## config.mk

```make
export PLATFORM = sky130hd
export DESIGN_NAME = reel_controller
export DESIGN_NICKNAME = d
export VERILOG_FILES = /design/src/rtl/reel_pkg.sv /design/src/rtl/reel_controller_edge_detect.sv /design/src/rtl/reel_controller.sv
export SDC_FILE = /design/constraint.sdc
export NUM_CORES = 1
export LEC_CHECK = 0
export CAP_MARGIN = 20
export CORE_ASPECT_RATIO = 1.2
export CORE_MARGIN = 2
export CORE_UTILIZATION = 35
export DETAILED_ROUTE_END_ITERATION = 7
export PLACE_DENSITY = 0.8
export SLEW_MARGIN = 40
export SYNTH_ARGS = -nofsm -noshare
export SYNTH_HDL_FRONTEND = slang
export SYNTH_HIERARCHICAL = 1
export SYNTH_SLANG_ARGS = --single-unit
```

## constraint.sdc

```tcl
create_clock -name clk -period 2.1 [get_ports clk]
set_input_delay 0.21 -clock clk [delete_from_list [all_inputs] [get_ports clk]]
set_output_delay 0.21 -clock clk [all_outputs]
set_load 0.1 [all_outputs]
```

## src/rtl/reel_pkg.sv

```systemverilog
// reel_pkg -- shared types and constants for the reel controller.
//   state_t  : controller FSM states (IDLE, SPIN, DECEL)
//   SPEED_W  : width of the speed bus driven to the clock divider
//   sat_sub  : subtract with a lower floor, never wrapping below it
package reel_pkg;

    localparam int SPEED_W = 20;

    typedef enum logic [1:0] {
        IDLE  = 2'd0,
        SPIN  = 2'd1,
        DECEL = 2'd2
    } state_t;

    // a - b, clamped to floor; also clamps if b > a so no underflow wraps.
    function automatic logic [SPEED_W-1:0] sat_sub(
        input logic [SPEED_W-1:0] a,
        input logic [SPEED_W-1:0] b,
        input logic [SPEED_W-1:0] floor
    );
        if (a >= b && (a - b) >= floor)
            return a - b;
        else
            return floor;
    endfunction

endpackage

```

## src/rtl/reel_controller_edge_detect.sv

```systemverilog
// edge_detect -- single-cycle pulse on each 0->1 transition of sig.
//   clk   : system clock
//   rst   : synchronous, active-low reset (clears the registered copy)
//   sig   : input level, synchronous to clk
//   pulse : high for the one clk where sig=1 and its registered copy=0
module edge_detect (
    input  logic clk,
    input  logic rst,
    input  logic sig,
    output logic pulse
);

    logic r_sig;

    always_ff @(posedge clk) begin
        if (!rst)
            r_sig <= 1'b0;
        else
            r_sig <= sig;
    end

    // Combinational so the consumer can act on the same clk edge,
    // giving one clk of latency from the step_clk rise to the update.
    assign pulse = sig & ~r_sig;

endmodule

```

## src/rtl/reel_controller.sv

```systemverilog
// reel_controller -- slot reel spin/brake sequencer.
// Drives a step-rate request to an external clock divider and counts the
// reel position from the divider's step_clk.
//   clk      : system clock (rising edge)
//   rst      : synchronous, active-low reset
//   start    : level request to spin (honoured in IDLE only)
//   stop     : level request to brake (honoured in SPIN only)
//   step_clk : divided clock from the divider, synchronous to clk
//   speed    : requested step rate in Hz
//   symbol   : current reel position, 0..NUM_SYMBOLS-1
//   busy     : high in SPIN and DECEL
//   done     : one-clk pulse when the reel comes to rest
// Build option: REEL_CONTROLLER_DECEL_EN -- when defined the reel ramps
// down by DECEL_STEP per step while braking; otherwise it stops on the
// first step after braking begins.
module reel_controller
    import reel_pkg::*;
#(
    parameter int NUM_SYMBOLS = 8,
    parameter int MAX_SPEED   = 40,
    parameter int MIN_SPEED   = 2,
    parameter int DECEL_STEP  = 4
) (
    input  logic                           clk,
    input  logic                           rst,
    input  logic                           start,
    input  logic                           stop,
    input  logic                           step_clk,
    output logic [SPEED_W-1:0]             speed,
    output logic [$clog2(NUM_SYMBOLS)-1:0] symbol,
    output logic                           busy,
    output logic                           done
);

    localparam int SYM_W = $clog2(NUM_SYMBOLS);
    localparam logic [SPEED_W-1:0] MAX_V  = SPEED_W'(MAX_SPEED);
    localparam logic [SPEED_W-1:0] MIN_V  = SPEED_W'(MIN_SPEED);
    localparam logic [SPEED_W-1:0] DEC_V  = SPEED_W'(DECEL_STEP);
    localparam logic [SYM_W-1:0]   LAST_V = SYM_W'(NUM_SYMBOLS - 1);

    // Reject configurations that would break wrap or the nonzero-speed rule.
    if (NUM_SYMBOLS < 2 || MIN_SPEED < 1 || MIN_SPEED > MAX_SPEED ||
        MAX_SPEED > (2**SPEED_W - 1) || DECEL_STEP < 0) begin : g_bad_cfg
        $error("reel_controller: illegal parameter combination");
    end

    state_t             r_state;
    state_t             w_next_state;
    logic               w_step;
    logic [SYM_W-1:0]   r_symbol;
    logic [SPEED_W-1:0] r_speed;
    logic               r_done;

    edge_detect u_step_edge (
        .clk   (clk),
        .rst   (rst),
        .sig   (step_clk),
        .pulse (w_step)
    );

    // State register
    always_ff @(posedge clk) begin
        if (!rst)
            r_state <= IDLE;
        else
            r_state <= w_next_state;
    end

    // Next-state logic
    always_comb begin
        w_next_state = r_state;
        case (r_state)
            IDLE:  if (start) w_next_state = SPIN;
            SPIN:  if (stop)  w_next_state = DECEL;
`ifdef REEL_CONTROLLER_DECEL_EN
            // The step taken at MIN speed is the last one.
            DECEL: if (w_step && r_speed == MIN_V) w_next_state = IDLE;
`else
            DECEL: if (w_step) w_next_state = IDLE;
`endif
            default: w_next_state = IDLE;
        endcase
    end

    // Position, speed and done registers
    always_ff @(posedge clk) begin
        if (!rst) begin
            r_symbol <= '0;
            r_speed  <= MIN_V;
            r_done   <= 1'b0;
        end else begin
            // Only a real brake completion produces done; reset never does.
            r_done <= (r_state == DECEL) && (w_next_state == IDLE);

            if (r_state != IDLE && w_step)
                r_symbol <= (r_symbol == LAST_V) ? '0 : r_symbol + SYM_W'(1);

            case (r_state)
                IDLE:  r_speed <= start ? MAX_V : MIN_V;
                // SPIN holds speed, including on the step that coincides
                // with stop: braking only starts counting once in DECEL.
                SPIN:  r_speed <= r_speed;
`ifdef REEL_CONTROLLER_DECEL_EN
                DECEL: if (w_step) r_speed <= sat_sub(r_speed, DEC_V, MIN_V);
`else
                DECEL: if (w_step) r_speed <= MIN_V;
`endif
                default: r_speed <= MIN_V;
            endcase
        end
    end

    // Outputs
    always_comb begin
        busy   = (r_state != IDLE);
        speed  = r_speed;
        symbol = r_symbol;
        done   = r_done;
    end

endmodule

```

==> summary.md, run 1 <==
| Metric | Value |
|---|---|
| Final Hold Fails | `0` |
| Final layout net count | `79` |
| Sequential cell area fraction in the yosys report | `0.319` |
| Post-cts gate resize count | `0` |
| Worst Path Arrival | `1.25 ns` |
| Syn-to-layout area delta | `9.07%` |
| Detailed-route vias per instance | `4.35` |
| Gpl congestion | `0.762` |
| Largest net degree at the start of global routing | `13` |
| Wire length per cell after detailed routing | `9.48 µm` |
| Reported leakage power | `0.309 nW` |
| Cell internal power dissipation | `287 µW` |
| Biggest cell delay along the critical path | `0.53 ns` |
| Clock latency at the later pin of the worst-skew pair | `0.26 ns` |
| Cell at the root of the clock tree | `sky130_fd_sc_hd__clkbuf_4` |
| Setup_tns | `0 ns` |
| Portion of synthesized cell area occupied by the leading cell type | `0.319` |
| Result of the run | `completed` |
| Total of hold buffers inserted after clock tree synthesis | `0` |
| Startpoint-to-endpoint class of the critical path | `reg -> out` |
| Total global routing overflow | `0` |
| Switching share of power | `0.500` |
| Worst setup path start | `r_state[0]$_SDFF_PN0_` |
| Die ar. | `1950 µm²` |
| Number of remaining DRC errors | `0` |
| Post-route ant nets | `0` |
| Total core area | `1480 µm²` |
| Yosys reg bits | `9` |
| Period Utilization, post-route | `0.693` |
| Hold Crit Depth | `2` |
| Starting utilization of the core area | `0.381` |
| Clock transition at the registers of the reported paths | `0.06 ns` |
| Origin of the worst min-delay path | `symbol[1]$_SDFFE_PN0P_` |
| Footprint of the flip-flops and latches | `180 µm²` |
| Worst clock skew on the final layout | `0.000454 ns` |
| Critical path endpoint category | `primary output` |
| Critical R2R Launch | `symbol[0]$_SDFFE_PN0P_` |
| Finished layout cell area | `617 µm²` |
| Worst Setup Start Kind | `register` |
| Cell Area, Synth | `566 µm²` |
| Width of the die | `40.7 µm` |
| Number of rows created at floorplan | `15` |
| Switching power of the nets | `287 µW` |
| Reported max-cap violation count | `0` |
| FMAX | `687 MHz` |
| Total detailed-routing wirelength | `834 µm` |
| Post-Syn Area per Cell | `9.43 µm²` |
| Detailed Route Iter0 Violations | `4` |
| Clock H-tree levels | `1` |
| Fill cells | `157` |
| Length in cells of the worst reg-to-reg path | `4` |
| Cell Area, Placed | `591 µm²` |
| Number of input and output port buffers inserted | `12` |
| Clock tree sinks | `9` |
| Kind of path behind the tightest hold check | `reg -> reg` |
| IR drop worst, VDD | `0.000408 V` |
| Clock share of power | `0.229` |
| Highest fanout seen on the critical path | `12` |
| Number of cells produced by synthesis | `60` |
| Yosys cell types | `25` |
| Die extent in y | `48.0 µm` |
| Power density over the cells | `930 nW/µm²` |
| Cell at the slowest stage of the critical path | `sky130_fd_sc_hd__dfxtp_1` |
| Unrepaired setup endpoints after global routing | `no` |
| GRT Overall Usage | `0.0973` |
| Fraction of layout instances using a drive strength above 1 | `0.197` |
| Leading cell types by total area after synthesis | `sky130_fd_sc_hd__dfxtp_1, sky130_fd_sc_hd__buf_4, sky130_fd_sc_hd__mux2i_1, sky130_fd_sc_hd__ha_1, sky130_fd_sc_hd__nand2_1` |
| Number of warning messages in the yosys log | `6` |
| CTS Buf Count | `3` |
| Number of global-route vias before repair | `310` |
| Number of placed I/O pins | `30` |
| Fraction of power consumed by combinational cells | `0.436` |
| Final number of max-transition violations | `0` |
| Flop pwr share | `0.335` |
| Initial antenna violation count | `0` |
| Largest area contributor in the synthesized netlist | `sky130_fd_sc_hd__dfxtp_1` |
| Post-CTS Setup Repair Bufs | `0` |
| Sequence of cells on the critical path | `or2_2, buf_4` |
| Final HPWL DP | `637 µm` |
| Bufs on Longest Clock Path | `2` |
| Total area of multi-input combinational cells | `285 µm²` |
| Number of vias after detailed routing | `383` |
| Final Critical Period | `1.46 ns` |
| 1st-pass router iterations | `3` |
| First-pass GRT wire length | `1220 µm` |
| TritonCTS clock tree | `yes` |
| Diodes inserted | `0` |
| Data required, critical path | `1.89 ns` |
| Number of setup violations in the final report | `0` |
## cell usage in the layout, fill, tap and decap left out, drive strengths merged
master	n
and2	1
nor2	1
buf	8
nand2	5
nor2b	1
a2111oi	1
nor4b	1
and3b	1
ha	2
o31ai	1
or2	1
o31a	1
conb	17
dfxtp	9
nor4bb	1
clkdlybuf4s50	4
o21ai	1
and4b	1
nand3b	1
clkbuf	4
nor3b	2
mux2i	3
a21oi	1
or3b	2
inv	1
## critical path: cells and delay by family (launching register included)
family,cells,cell delay (ns)
flops,1,0.53
buf+inv,1,0.28
simple gates,1,0.18
## cells by family after synthesis
kind of cell	Yosys count	share of synthesized area
AO/OA/AOI/OAI	5	0.0708
adder cells (fa/ha/maj)	2	0.0442
buffers and inverters	22	0.283
flip-flops	9	0.319
multiplexers	3	0.0531
other	1	0.00663
AND/OR/NAND/NOR	18	0.223
## per-stage QoR
step	power (mW)	worst slack (ns)	cells	hold WS [ns]	util
2_1_floorplan	0.450	0.407	76	0.315	-
3_3_place_gp	0.445	0.662	84	0.469	0.398
3_5_place_dp	0.446	0.605	84	0.476	0.398
4_1_cts	0.582	0.649	88	0.485	0.416
5_1_grt	0.600	0.585	88	0.518	0.416
6_report	0.574	0.645	88	0.478	0.416
## registers in the layout, summed over array words and instances (netlist names)
register	cells
u_step_edge/r_sig	1
done	1
r_state	2
speed	2
symbol	3
## synthesized netlist by cell type
library cell                number
sky130_fd_sc_hd__a2111oi_1       1
sky130_fd_sc_hd__a21oi_1         1
sky130_fd_sc_hd__and2_1          1
sky130_fd_sc_hd__and3b_1         1
sky130_fd_sc_hd__and4b_1         1
sky130_fd_sc_hd__buf_2           2
sky130_fd_sc_hd__buf_4          18
sky130_fd_sc_hd__buf_6           1
sky130_fd_sc_hd__conb_1          1
sky130_fd_sc_hd__dfxtp_1         9
sky130_fd_sc_hd__ha_1            2
sky130_fd_sc_hd__inv_1           1
sky130_fd_sc_hd__mux2i_1         3
sky130_fd_sc_hd__nand2_1         5
sky130_fd_sc_hd__nand3b_1        1
sky130_fd_sc_hd__nor2_1          1
sky130_fd_sc_hd__nor2b_4         1
sky130_fd_sc_hd__nor3b_1         2
sky130_fd_sc_hd__nor4b_1         1
sky130_fd_sc_hd__nor4bb_1        1
sky130_fd_sc_hd__o21ai_2         1
sky130_fd_sc_hd__o31a_1          1
sky130_fd_sc_hd__o31ai_1         1
sky130_fd_sc_hd__or2_2           1
sky130_fd_sc_hd__or3b_1          2
## power groups by stage
stage | clock network (mW) | logic (mW) | registers, mW
3_5_place_dp | 0 | 0.250 | 0.196
4_1_cts | 0.139 | 0.251 | 0.192
6_report | 0.131 | 0.250 | 0.192
3_3_place_gp | 0 | 0.249 | 0.196
2_1_floorplan | 0 | 0.222 | 0.228
5_1_grt | 0.147 | 0.258 | 0.194
## worst paths after layout
| check | end | slack, ns |
|---|---|---|
| setup / recovery | busy | 0.64 |
| hold reg to reg | symbol[1]$_SDFFE_PN0P_ | 0.48 |
| hold / removal | symbol[1]$_SDFFE_PN0P_ | 0.48 |
| setup reg to reg | symbol[0]$_SDFFE_PN0P_ | 0.88 |
## routing by layer
layer  track usage  share of wire  vias up
met5             0              0        -
met4        0.0600              0        0
met3        0.0558           0.12        0
met2         0.156           0.48       22
met1        0.0952           0.40      172
li1              -              -      189
## area by class of cell
class | instances | area share
Inverter | 1 | 0.00609
Tap cell | 17 | 0.0345
Clock buffer | 4 | 0.0426
Timing Repair Buffer | 12 | 0.162
Multi-Input combinational cell | 45 | 0.462
Sequential cell | 9 | 0.292
Power figures use the tool's default switching activity.
==> run 2, diff against run 1 <==
--- a/config.mk
+++ b/config.mk
@@ -8,9 +8,9 @@
 export CAP_MARGIN = 20
 export CORE_ASPECT_RATIO = 1.2
 export CORE_MARGIN = 2
-export CORE_UTILIZATION = 35
+export CORE_UTILIZATION = 34
 export DETAILED_ROUTE_END_ITERATION = 7
-export PLACE_DENSITY = 0.8
+export PLACE_DENSITY = 0.81
 export SLEW_MARGIN = 40
 export SYNTH_ARGS = -nofsm -noshare
 export SYNTH_HDL_FRONTEND = slang
==> constraint.sdc (replaced) <==
create_clock -name clk -period 1.3 [get_ports clk]
set_input_delay 0.13 -clock clk [delete_from_list [all_inputs] [get_ports clk]]
set_output_delay 0.13 -clock clk [all_outputs]
set_load 0.1 [all_outputs]
==> run 2 against run 1 <==
Effect of this change: design area up 26%; clock-buffer cell count unchanged; combinational power up 83%; wire length up 16%; non-clock buffer count up 4; flip-flop and latch count unchanged; clock power up 63%; core utilization up 7.1 points; worst hold slack worse by 0.0040 ns; critical path depth unchanged; final cell count up 5.7%.
==> summary.md, run 2 (same netlist as run 1, synthesis figures left out) <==
| Metric | Value |
|---|---|
| Bufs on Longest Clock Path | `2` |
| Clock latency at the later pin of the worst-skew pair | `0.26 ns` |
| Result of the run | `completed` |
| Die extent in y | `48.7 µm` |
| Gpl congestion | `0.718` |
| Syn-to-layout area delta | `37.8%` |
| Worst Path Arrival | `1.14 ns` |
| Width of the die | `41.2 µm` |
| TritonCTS clock tree | `yes` |
| Power density over the cells | `1270 nW/µm²` |
| Starting utilization of the core area | `0.353` |
| Total global routing overflow | `0` |
| Fill cells | `146` |
| Number of remaining DRC errors | `0` |
| Worst slack after detailed placement | `0.00843 ns` |
| Clock H-tree levels | `1` |
| Total core area | `1600 µm²` |
| Die ar. | `2010 µm²` |
| Number of input and output port buffers inserted | `12` |
| Most frequent cells in the layout | `sky130_fd_sc_hd__conb_1, sky130_fd_sc_hd__buf_12, sky130_fd_sc_hd__nand2_1` |
| Detail Route met3 WL | `99 µm` |
| Detailed-route vias per instance | `4.37` |
| Startpoint-to-endpoint class of the critical path | `reg -> out` |
| Top routing layer in use | `met4` |
| FMAX | `790 MHz` |
| Reported max-cap violation count | `0` |
| Finished layout cell area | `779 µm²` |
| Fraction of layout instances using a drive strength above 1 | `0.360` |
| Highest fanout seen on the critical path | `12` |
| IR drop worst, VDD | `0.000733 V` |
| Most frequent standard cell in the layout excluding fill and tap cells | `sky130_fd_sc_hd__conb_1` |
| Footprint of the flip-flops and latches | `196 µm²` |
| GRT Overall Usage | `0.109` |
| Length in cells of the worst reg-to-reg path | `4` |
| Clock transition at the registers of the reported paths | `0.06 ns` |
| Setup_tns | `0 ns` |
| Worst clock skew on the final layout | `0.00370 ns` |
| Final Hold Fails | `0` |
| Cell at the root of the clock tree | `sky130_fd_sc_hd__clkbuf_4` |
| Post-route ant nets | `0` |
| Final HPWL DP | `727 µm` |
| Hold Crit Depth | `2` |
| Final number of max-transition violations | `0` |
| Period Utilization, post-route | `0.973` |
| CTS Buf Count | `3` |
| Data required, critical path | `1.17 ns` |
| Total detailed-routing wirelength | `964 µm` |
| Number of global-route vias before repair | `359` |
| Clock tree sinks | `9` |
| Critical path endpoint category | `primary output` |
| Initial antenna violation count | `0` |
| Diodes inserted | `0` |
| 1st-pass router iterations | `3` |
| Cell Area, Placed | `718 µm²` |
| Reported leakage power | `0.355 nW` |
| Number of rows created at floorplan | `16` |
| Unrepaired setup endpoints after global routing | `no` |
| Wire length per cell after detailed routing | `10.4 µm` |
| First-pass GRT wire length | `1420 µm` |
| Total area of multi-input combinational cells | `300 µm²` |
| Worst Setup Start Kind | `register` |
| Number of vias after detailed routing | `406` |
| Amount of wire on met2 after detailed routing | `462 µm` |
| Number of placed I/O pins | `30` |
| Worst reg2reg setup slack | `0.05 ns` |
| Detailed-route wire length on metal 1 | `359 µm` |
| Kind of path behind the tightest hold check | `in -> reg` |
| Final Worst Setup Slack | `0.0349 ns` |
| Number of setup violations in the final report | `0` |
| Final Critical Period | `1.27 ns` |
| Final layout net count | `83` |
| Detailed Route Iter0 Violations | `5` |
| Largest net degree at the start of global routing | `13` |
| Max FFs per register | `3` |
-- run 2: cell count changes in the layout (fill, tap and decap cells not counted), sizes merged --
| cell | before | now |
|---|---|---|
| buf | 8 | 12 |
-- run 2: worst max-delay path, cell delays in order, from the launching register on --
cell and delay, ns:
sky130_fd_sc_hd__dfxtp_4 0.38, sky130_fd_sc_hd__or2_2 0.33, sky130_fd_sc_hd__buf_12 0.17
-- run 2: path summary, 6_finish.rpt --
check	from	end
max	r_state[0]$_SDFF_PN0_	busy
min	stop	r_state[0]$_SDFF_PN0_
max reg2reg	symbol[1]$_SDFFE_PN0P_	symbol[0]$_SDFFE_PN0P_
min reg2reg	symbol[1]$_SDFFE_PN0P_	symbol[1]$_SDFFE_PN0P_
-- run 2: stage by stage --
stage	hold slack (ns)	instances	total power, mW	utilization
floorplan	0.235	76	0.727	-
global placement	0.475	87	0.768	0.448
detailed placement	0.497	87	0.772	0.448
CTS	0.466	92	0.997	0.471
global route	0.477	93	1.02	0.487
finish	0.474	93	0.986	0.487
-- run 2: layout make-up --
class                   instances  area share
flip-flops and latches          9       0.252
multi-input cells              45       0.385
inverters                       1     0.00482
clock buffers                   4      0.0337
repair buffers                 16       0.295
well taps                      18      0.0289
-- run 2: where the power goes --
part	switching, mW	internal (mW)
clock	0.0949	0.118
combinational	0.357	0.100
sequential	0.0255	0.291
-- run 2: layer usage --
| layer | vias up | GRT usage |
|---|---|---|
| li1 | 200 | - |
| met1 | 179 | 0.106 |
| met2 | 23 | 0.161 |
| met3 | 4 | 0.0321 |
| met4 | 0 | 0.113 |
| met5 | - | 0 |
-- run 2: what timing repair did --
action,in CTS,in global routing
hold buffers,0,0
gates resized for setup,2,4
endpoints found under the setup margin,2,2
setup buffers,1,1
pin swaps,0,1
cloned,0,0
